<file path="config.mk">
export PLATFORM = sky130hd
export DESIGN_NAME = cache_port_arbiter_flat
export DESIGN_NICKNAME = d
export VERILOG_FILES = /design/src/rtl/cache_port_arbiter_pkg.sv /design/src/rtl/cache_port_arbiter_if.sv /design/src/rtl/cache_port_arbiter_rr_burst_arb.sv /design/src/rtl/cache_port_arbiter.sv /design/src/flat_wrapper.sv
export SDC_FILE = /design/constraint.sdc
export NUM_CORES = 1
export LEC_CHECK = 0
export CAP_MARGIN = 30
export CORE_ASPECT_RATIO = 0.9
export CORE_MARGIN = 3
export CORE_UTILIZATION = 38
export CTS_CLUSTER_DIAMETER = 150
export CTS_CLUSTER_SIZE = 40
export DETAILED_ROUTE_END_ITERATION = 10
export PLACE_DENSITY = 0.95
export SETUP_SLACK_MARGIN = 0.5
export SYNTH_ARGS = -nofsm -noshare
export SYNTH_HDL_FRONTEND = slang
export SYNTH_SLANG_ARGS = --single-unit
</file>
<file path="constraint.sdc">
create_clock -name clk -period 6.1 [get_ports clk]
set_clock_uncertainty 0.1 [all_clocks]
set_input_delay 1.525 -clock clk [delete_from_list [all_inputs] [get_ports clk]]
set_output_delay 1.525 -clock clk [all_outputs]
set_load 0.02 [all_outputs]
</file>
<file path="src/rtl/cache_port_arbiter_pkg.sv">
// cache_arb_pkg: shared types and constants for the cache port arbiter.
//   arb_st_e  - per-port ownership state
//   PE0/PE1   - requester indices
//   cnt_w()   - width of the burst counter for a given MAX_BURST
package cache_arb_pkg;
   typedef enum logic [1:0] {IDLE, OWN0, OWN1} arb_st_e;
   localparam logic PE0 = 1'b0;
   localparam logic PE1 = 1'b1;
   function automatic int cnt_w(input int max_burst);
      return $clog2(max_burst + 1);
   endfunction
endpackage

</file>
<file path="src/rtl/cache_port_arbiter_if.sv">
// cache_port_arbiter_if: PE-side handshakes plus RAM-side ports of the arbiter.
//   slave  - seen by the arbiter (takes requests and RAM read data, drives grants and RAM controls)
//   master - seen by the PEs and the RAM
interface cache_port_arbiter_if #(
   parameter int DATA_WIDTH = 32,
   parameter int ADDR_WIDTH = 19
);
   logic [1:0]            wr_req, wr_gnt, rd_req, rd_gnt, rd_valid;
   logic [ADDR_WIDTH-1:0] wr_addr0, wr_addr1, rd_addr0, rd_addr1;
   logic [DATA_WIDTH-1:0] wr_data0, wr_data1, rd_data;
   logic                  ram_wea;
   logic [ADDR_WIDTH-1:0] ram_addra, ram_addrb;
   logic [DATA_WIDTH-1:0] ram_dina, ram_doutb;
   modport slave (
      input  wr_req, wr_addr0, wr_addr1, wr_data0, wr_data1,
      input  rd_req, rd_addr0, rd_addr1, ram_doutb,
      output wr_gnt, rd_gnt, rd_valid, rd_data,
      output ram_wea, ram_addra, ram_dina, ram_addrb
   );
   modport master (
      output wr_req, wr_addr0, wr_addr1, wr_data0, wr_data1,
      output rd_req, rd_addr0, rd_addr1, ram_doutb,
      input  wr_gnt, rd_gnt, rd_valid, rd_data,
      input  ram_wea, ram_addra, ram_dina, ram_addrb
   );
endinterface

</file>
<file path="src/rtl/cache_port_arbiter_rr_burst_arb.sv">
// rr_burst_arb: two-requester round-robin arbiter with bounded burst ownership.
//   clk, rst - clock, synchronous active-high reset
//   req_i    - request per requester
//   gnt_o    - combinational one-hot-or-zero grant
module rr_burst_arb
   import cache_arb_pkg::*;
#(
   parameter int MAX_BURST = 4
) (
   input  logic       clk,
   input  logic       rst,
   input  logic [1:0] req_i,
   output logic [1:0] gnt_o
);
   localparam int CW = cnt_w(MAX_BURST);
   arb_st_e       st_q, st_d;
   logic [CW-1:0] cnt_q, cnt_d;
   logic          lo_q, lo_d;
   logic          keep, w;
   always_ff @(posedge clk) begin
      if (rst) begin
         st_q  <= IDLE;
         cnt_q <= '0;
         lo_q  <= PE1;
      end else begin
         st_q  <= st_d;
         cnt_q <= cnt_d;
         lo_q  <= lo_d;
      end
   end
   // lo always names the current owner, so idle contention and rotation
   // collapse into one rule: prefer the other requester, else stay with lo.
   always_comb begin
      keep  = (st_q != IDLE) && req_i[lo_q] && (cnt_q < CW'(MAX_BURST));
      w     = keep ? lo_q : (req_i[~lo_q] ? ~lo_q : lo_q);
      gnt_o = '0;
      st_d  = IDLE;
      cnt_d = '0;
      lo_d  = lo_q;
      if (!rst && req_i[w]) begin
         gnt_o[w] = 1'b1;
         st_d     = w ? OWN1 : OWN0;
         cnt_d    = keep ? cnt_q + CW'(1) : CW'(1);
         lo_d     = w;
      end
   end
endmodule

</file>
<file path="src/rtl/cache_port_arbiter.sv">
// cache_port_arbiter: shares a 1W/1R cache RAM between PE0 and PE1.
//   clk, rst - clock, synchronous active-high reset
//   bus      - PE request/grant/data handshakes and RAM port controls
module cache_port_arbiter
   import cache_arb_pkg::*;
#(
   parameter int DATA_WIDTH = 32,
   parameter int ADDR_WIDTH = 19,
   parameter int MAX_BURST  = 4
) (
   input logic                 clk,
   input logic                 rst,
   cache_port_arbiter_if.slave bus
);
   logic [1:0]            valid_q, valid_d;
   logic                  fwd_q, fwd_d;
   logic [DATA_WIDTH-1:0] fwd_data_q, hold_q;
   rr_burst_arb #(.MAX_BURST(MAX_BURST)) u_wr_arb (
      .clk   (clk),
      .rst   (rst),
      .req_i (bus.wr_req),
      .gnt_o (bus.wr_gnt)
   );
   rr_burst_arb #(.MAX_BURST(MAX_BURST)) u_rd_arb (
      .clk   (clk),
      .rst   (rst),
      .req_i (bus.rd_req),
      .gnt_o (bus.rd_gnt)
   );
   always_comb begin
      bus.ram_wea   = |bus.wr_gnt;
      bus.ram_addra = bus.wr_gnt[PE1] ? bus.wr_addr1 : bus.wr_addr0;
      bus.ram_dina  = bus.wr_gnt[PE1] ? bus.wr_data1 : bus.wr_data0;
      bus.ram_addrb = bus.rd_gnt[PE1] ? bus.rd_addr1 : bus.rd_addr0;
      valid_d       = bus.rd_gnt;
      // RAM reads old contents on a same-address write; remember to substitute.
      fwd_d         = (|bus.rd_gnt) && bus.ram_wea && (bus.ram_addra == bus.ram_addrb);
      // A reset arriving with a beat in flight drops that beat.
      bus.rd_valid  = rst ? 2'b00 : valid_q;
      bus.rd_data   = (|valid_q) ? (fwd_q ? fwd_data_q : bus.ram_doutb) : hold_q;
   end
   always_ff @(posedge clk) begin
      if (rst) begin
         valid_q <= '0;
         fwd_q   <= 1'b0;
      end else begin
         valid_q <= valid_d;
         fwd_q   <= fwd_d;
      end
      fwd_data_q <= bus.ram_dina;
      if (|bus.rd_valid) hold_q <= bus.rd_data;
   end
endmodule

</file>
<file path="src/flat_wrapper.sv">
// flat-port wrapper written by rule: the top's interface ports become plain ports
module cache_port_arbiter_flat import cache_arb_pkg::*;
#(
   parameter int DATA_WIDTH = 32,
   parameter int ADDR_WIDTH = 19,
   parameter int MAX_BURST  = 4
)
  (clk, rst, bus_wr_req, bus_wr_addr0, bus_wr_addr1, bus_wr_data0, bus_wr_data1, bus_rd_req, bus_rd_addr0, bus_rd_addr1, bus_ram_doutb, bus_wr_gnt, bus_rd_gnt, bus_rd_valid, bus_rd_data, bus_ram_wea, bus_ram_addra, bus_ram_dina, bus_ram_addrb);
  cache_port_arbiter_if #(.DATA_WIDTH(DATA_WIDTH), .ADDR_WIDTH(ADDR_WIDTH)) bus_i ();
  input logic clk;
  input logic rst;
  input wire logic [$bits(bus_i.wr_req)-1:0] bus_wr_req;
  input wire logic [$bits(bus_i.wr_addr0)-1:0] bus_wr_addr0;
  input wire logic [$bits(bus_i.wr_addr1)-1:0] bus_wr_addr1;
  input wire logic [$bits(bus_i.wr_data0)-1:0] bus_wr_data0;
  input wire logic [$bits(bus_i.wr_data1)-1:0] bus_wr_data1;
  input wire logic [$bits(bus_i.rd_req)-1:0] bus_rd_req;
  input wire logic [$bits(bus_i.rd_addr0)-1:0] bus_rd_addr0;
  input wire logic [$bits(bus_i.rd_addr1)-1:0] bus_rd_addr1;
  input wire logic [$bits(bus_i.ram_doutb)-1:0] bus_ram_doutb;
  output wire logic [$bits(bus_i.wr_gnt)-1:0] bus_wr_gnt;
  output wire logic [$bits(bus_i.rd_gnt)-1:0] bus_rd_gnt;
  output wire logic [$bits(bus_i.rd_valid)-1:0] bus_rd_valid;
  output wire logic [$bits(bus_i.rd_data)-1:0] bus_rd_data;
  output wire logic [$bits(bus_i.ram_wea)-1:0] bus_ram_wea;
  output wire logic [$bits(bus_i.ram_addra)-1:0] bus_ram_addra;
  output wire logic [$bits(bus_i.ram_dina)-1:0] bus_ram_dina;
  output wire logic [$bits(bus_i.ram_addrb)-1:0] bus_ram_addrb;
  assign bus_i.wr_req = bus_wr_req;
  assign bus_i.wr_addr0 = bus_wr_addr0;
  assign bus_i.wr_addr1 = bus_wr_addr1;
  assign bus_i.wr_data0 = bus_wr_data0;
  assign bus_i.wr_data1 = bus_wr_data1;
  assign bus_i.rd_req = bus_rd_req;
  assign bus_i.rd_addr0 = bus_rd_addr0;
  assign bus_i.rd_addr1 = bus_rd_addr1;
  assign bus_i.ram_doutb = bus_ram_doutb;
  assign bus_wr_gnt = bus_i.wr_gnt;
  assign bus_rd_gnt = bus_i.rd_gnt;
  assign bus_rd_valid = bus_i.rd_valid;
  assign bus_rd_data = bus_i.rd_data;
  assign bus_ram_wea = bus_i.ram_wea;
  assign bus_ram_addra = bus_i.ram_addra;
  assign bus_ram_dina = bus_i.ram_dina;
  assign bus_ram_addrb = bus_i.ram_addrb;
  cache_port_arbiter #(.DATA_WIDTH(DATA_WIDTH), .ADDR_WIDTH(ADDR_WIDTH), .MAX_BURST(MAX_BURST)) u_core (.clk(clk), .rst(rst), .bus(bus_i));
endmodule
</file>
==> impl_metrics.sql <==
INSERT INTO impl_metrics (metric_group, metric, value, unit) VALUES
('route', 'drt-wirelength-per-cell', '18.2', 'um'),
('power_and_ir_drop', 'power.internal', '1.21', 'mW'),
('place', 'dp_hpwl', '11.1', 'mm'),
('synthesis', 'synth_seq_area_share', '46.4', '%'),
('place', 'buffer_ports.inserted', '286', ''),
('clocking', 'path_clk_slew', '0.06', 'ns'),
('global_routing', 'grt_usage', '22.3', '%'),
('global_routing', 'grt_start_max_net_pins', '53', ''),
('clocking', 'ctsLongestPathBuffers', '2', ''),
('final_layout', 'ff_latch_area', '1900', 'sq um'),
('setup_path', 'cp-start-kind', 'primary input', ''),
('die', 'core-area', '10400', 'sq um'),
('final_layout', 'layout-drive-gt1-share', '16.7', '%'),
('sta', 'rsz0062_at_grt', 'false', ''),
('synthesis', 'synthesis.nets', '526', ''),
('setup_path', 'r2r_setup_slack', '3.53', 'ns'),
('power_and_ir_drop', 'seqPwrFrac', '36.1', '%'),
('setup_path', 'timing.rr.start', 'u_core.u_wr_arb.cnt_q[2]$_SDFF_PP0_', ''),
('clocking', 'clock_tree.root_cell', 'sky130_fd_sc_hd__clkbuf_16', ''),
('route', 'ant_nets', '0', ''),
('route', 'drt-pass1-iter-count', '4', ''),
('clocking', 'clock_sink_count', '79', ''),
('synthesis', 'synthDominantAreaCellType', 'sky130_fd_sc_hd__edfxtp_1', ''),
('clocking', 'postCtsSetupRepairBufs', '0', ''),
('final_layout', 'areaGrowthSynthToFinish', '80.4', '%'),
('route', 'drc', '0', ''),
('power_and_ir_drop', 'max-vdd-ir-drop', '0.000135', 'V'),
('min_path', 'min-delay-start', 'u_core.u_wr_arb.cnt_q[0]$_SDFF_PP0_', ''),
('sta', 'setup_tns', '0', 'ns'),
('sta', 'setup_viol', '0', ''),
('synthesis', 'avgSynthCellArea', '11.8', 'sq um'),
('setup_path', 'worst-endpoint-arrival', '3.82', 'ns'),
('global_routing', 'wire_length_of_the_first_global_routing_pass', '21.0', 'mm'),
('place', 'place.detailed.instances', '746', ''),
('power_and_ir_drop', 'netSwitchingPower', '0.471', 'mW'),
('clocking', 'clk_latency', '0.32', 'ns'),
('die', 'num_rows', '35', ''),
('final_layout', 'instances_no_fill', '762', ''),
('die', 'io_pins', '287', ''),
('die', 'dieArea', '12100', 'sq um'),
('setup_path', 'timing.critical_path.required', '4.47', 'ns'),
('setup_path', 'path_cells', 'clkdlybuf4s50_1 -> buf_4 -> a211oi_4 -> buf_4 -> mux2_2 -> clkdlybuf4s50_1', ''),
('setup_path', 'cp-end-kind', 'output pin', ''),
('route', 'drt_iter0_drc', '197', ''),
('synthesis', 'ys_ff_latch', '79', ''),
('power_and_ir_drop', 'leakagePower', '2.76', 'nW'),
('outcome', 'status', 'completed', ''),
('sta', 'max_freq', '184', 'MHz'),
('die', 'initial_core_util', '39.5', '%'),
('final_layout', 'antennaDiodeCount', '0', ''),
('final_layout', 'layout_commonest_cell', 'sky130_fd_sc_hd__clkdlybuf4s50_1', ''),
('sta', 'min_period', '5.45', 'ns'),
('sta', 'period_share', '89.3', '%'),
('die', 'chipWidth', '115', 'um'),
('clocking', 'cts_inserted_buffers', '9', ''),
('setup_path', 'criticalPathCategory', 'primary input to output pin', ''),
('power_and_ir_drop', 'gate_power_share', '33.2', '%'),
('route', 'vias', '3737', ''),
('global_routing', 'vias_in_the_first_global_route', '3988', ''),
('synthesis', 'leading_post_synthesis_cells_by_cell_area', 'sky130_fd_sc_hd__edfxtp_1 23%, sky130_fd_sc_hd__dfxtp_1 23%, sky130_fd_sc_hd__mux2_2 13%', ''),
('sta', 'tightest_slew_margin_relative_to_the_limit', '39.0', '%'),
('power_and_ir_drop', 'switching_share', '28.0', '%'),
('die', 'floorplan.die.height', '105', 'um'),
('final_layout', 'multi_input_area', '2070', 'sq um'),
('sta', 'timing.final.max_slew_violations', '0', ''),
('sta', 'hold_violations', '0', ''),
('global_routing', 'grt.overflow.total', '0', ''),
('power_and_ir_drop', 'pwr-share-clk', '30.7', '%'),
('setup_path', 'critical_path_peak_fanout', '20', ''),
('setup_path', 'cp_slowest_stage_delay', '0.57', 'ns'),
('clocking', 'cts_hold_repair.buffers', '0', '');
## synth_stat cells, drive strengths merged
cell type	count
inv	7
nand2	4
clkbuf	10
dfxtp	47
xor2	19
and2	4
a211oi	6
nor2b	3
ha	2
nand3	2
a21oi	33
nor4	4
nor3	8
mux2	70
o21ai	2
o21bai	3
mux2i	34
edfxtp	32
buf	10
or2	3
a22oi	2
xnor2	2
nor2	39
## critical path, delay by kind of cell
kind / cells / cell delay, ns
buffers and inverters: 4 / 1.66
AO/OA/AOI/OAI: 1 / 0.22
multiplexers: 1 / 0.42
## registers in the layout (all words and copies together) (netlist names)
register and count:
u_core.u_rd_arb.st_q 2, u_core.fwd_q 1, u_core.u_wr_arb.st_q 2, u_core.u_wr_arb.cnt_q 3, u_core.hold_q 32, u_core.valid_q 2, u_core.fwd_data_q 32, u_core.u_rd_arb.lo_q 1
u_core.u_rd_arb.cnt_q 3, u_core.u_wr_arb.lo_q 1
## logic make-up after synthesis
group / count (synthesis) / synth area share [%]
compound gates: 46 / 7.27
xor+xnor: 21 / 5.22
fa+ha+maj: 2 / 0.611
buf+inv: 27 / 3.39
flops: 79 / 46.4
mux: 104 / 29.5
simple gates: 67 / 7.61
## worst paths after layout
kind	end	cells after the start
hold / removal	u_core.u_wr_arb.cnt_q[0]$_SDFF_PP0_	1
setup reg to reg	u_core.fwd_q$_SDFF_PP0_	9
hold reg to reg	u_core.u_wr_arb.cnt_q[0]$_SDFF_PP0_	1
setup / recovery	bus_ram_addrb[4]	6
## cell type report
class,instances,share of cell area (%)
clock buffers,9,3.05
clock inverters,7,0.864
inverters,7,0.356
multi-input cells,240,28.0
flip-flops and latches,79,25.8
well taps,129,2.18
repair buffers,291,39.8
## power groups by stage
| stage | Sequential (mW) | Combinational, mW | Clock (mW) |
|---|---|---|---|
| floorplan | 0.616 | 0.266 | 0 |
| global placement | 0.617 | 0.544 | 0 |
| detailed placement | 0.619 | 0.557 | 0 |
| CTS | 0.608 | 0.562 | 0.526 |
| global route | 0.611 | 0.591 | 0.548 |
| finish | 0.608 | 0.558 | 0.516 |
## routing by layer
| metal | up-vias | global-route usage, % | wire length, um |
|---|---|---|---|
| li1 | 1793 | - | - |
| met2 | 190 | 42.0 | 7440 |
| met5 | - | 0 | 0 |
| met1 | 1734 | 22.8 | 4870 |
| met3 | 20 | 7.21 | 1290 |
| met4 | 0 | 6.87 | 262 |
## through the flow
step           power [mW]  utilization (%)  area [sq um]  hold WS [ns]  setup slack, ns
6_report             1.68             71.2          7390         0.353            0.653
5_1_grt              1.75             71.2          7390         0.379            0.571
4_1_cts              1.70             71.2          7390         0.352            0.674
3_5_place_dp         1.18             68.4          7100         0.344            0.694
3_3_place_gp         1.16             68.0          7060         0.328            0.741
2_1_floorplan       0.882                -          4100         0.315             1.46
No activity file was read; power rests on OpenSTA's default activity.
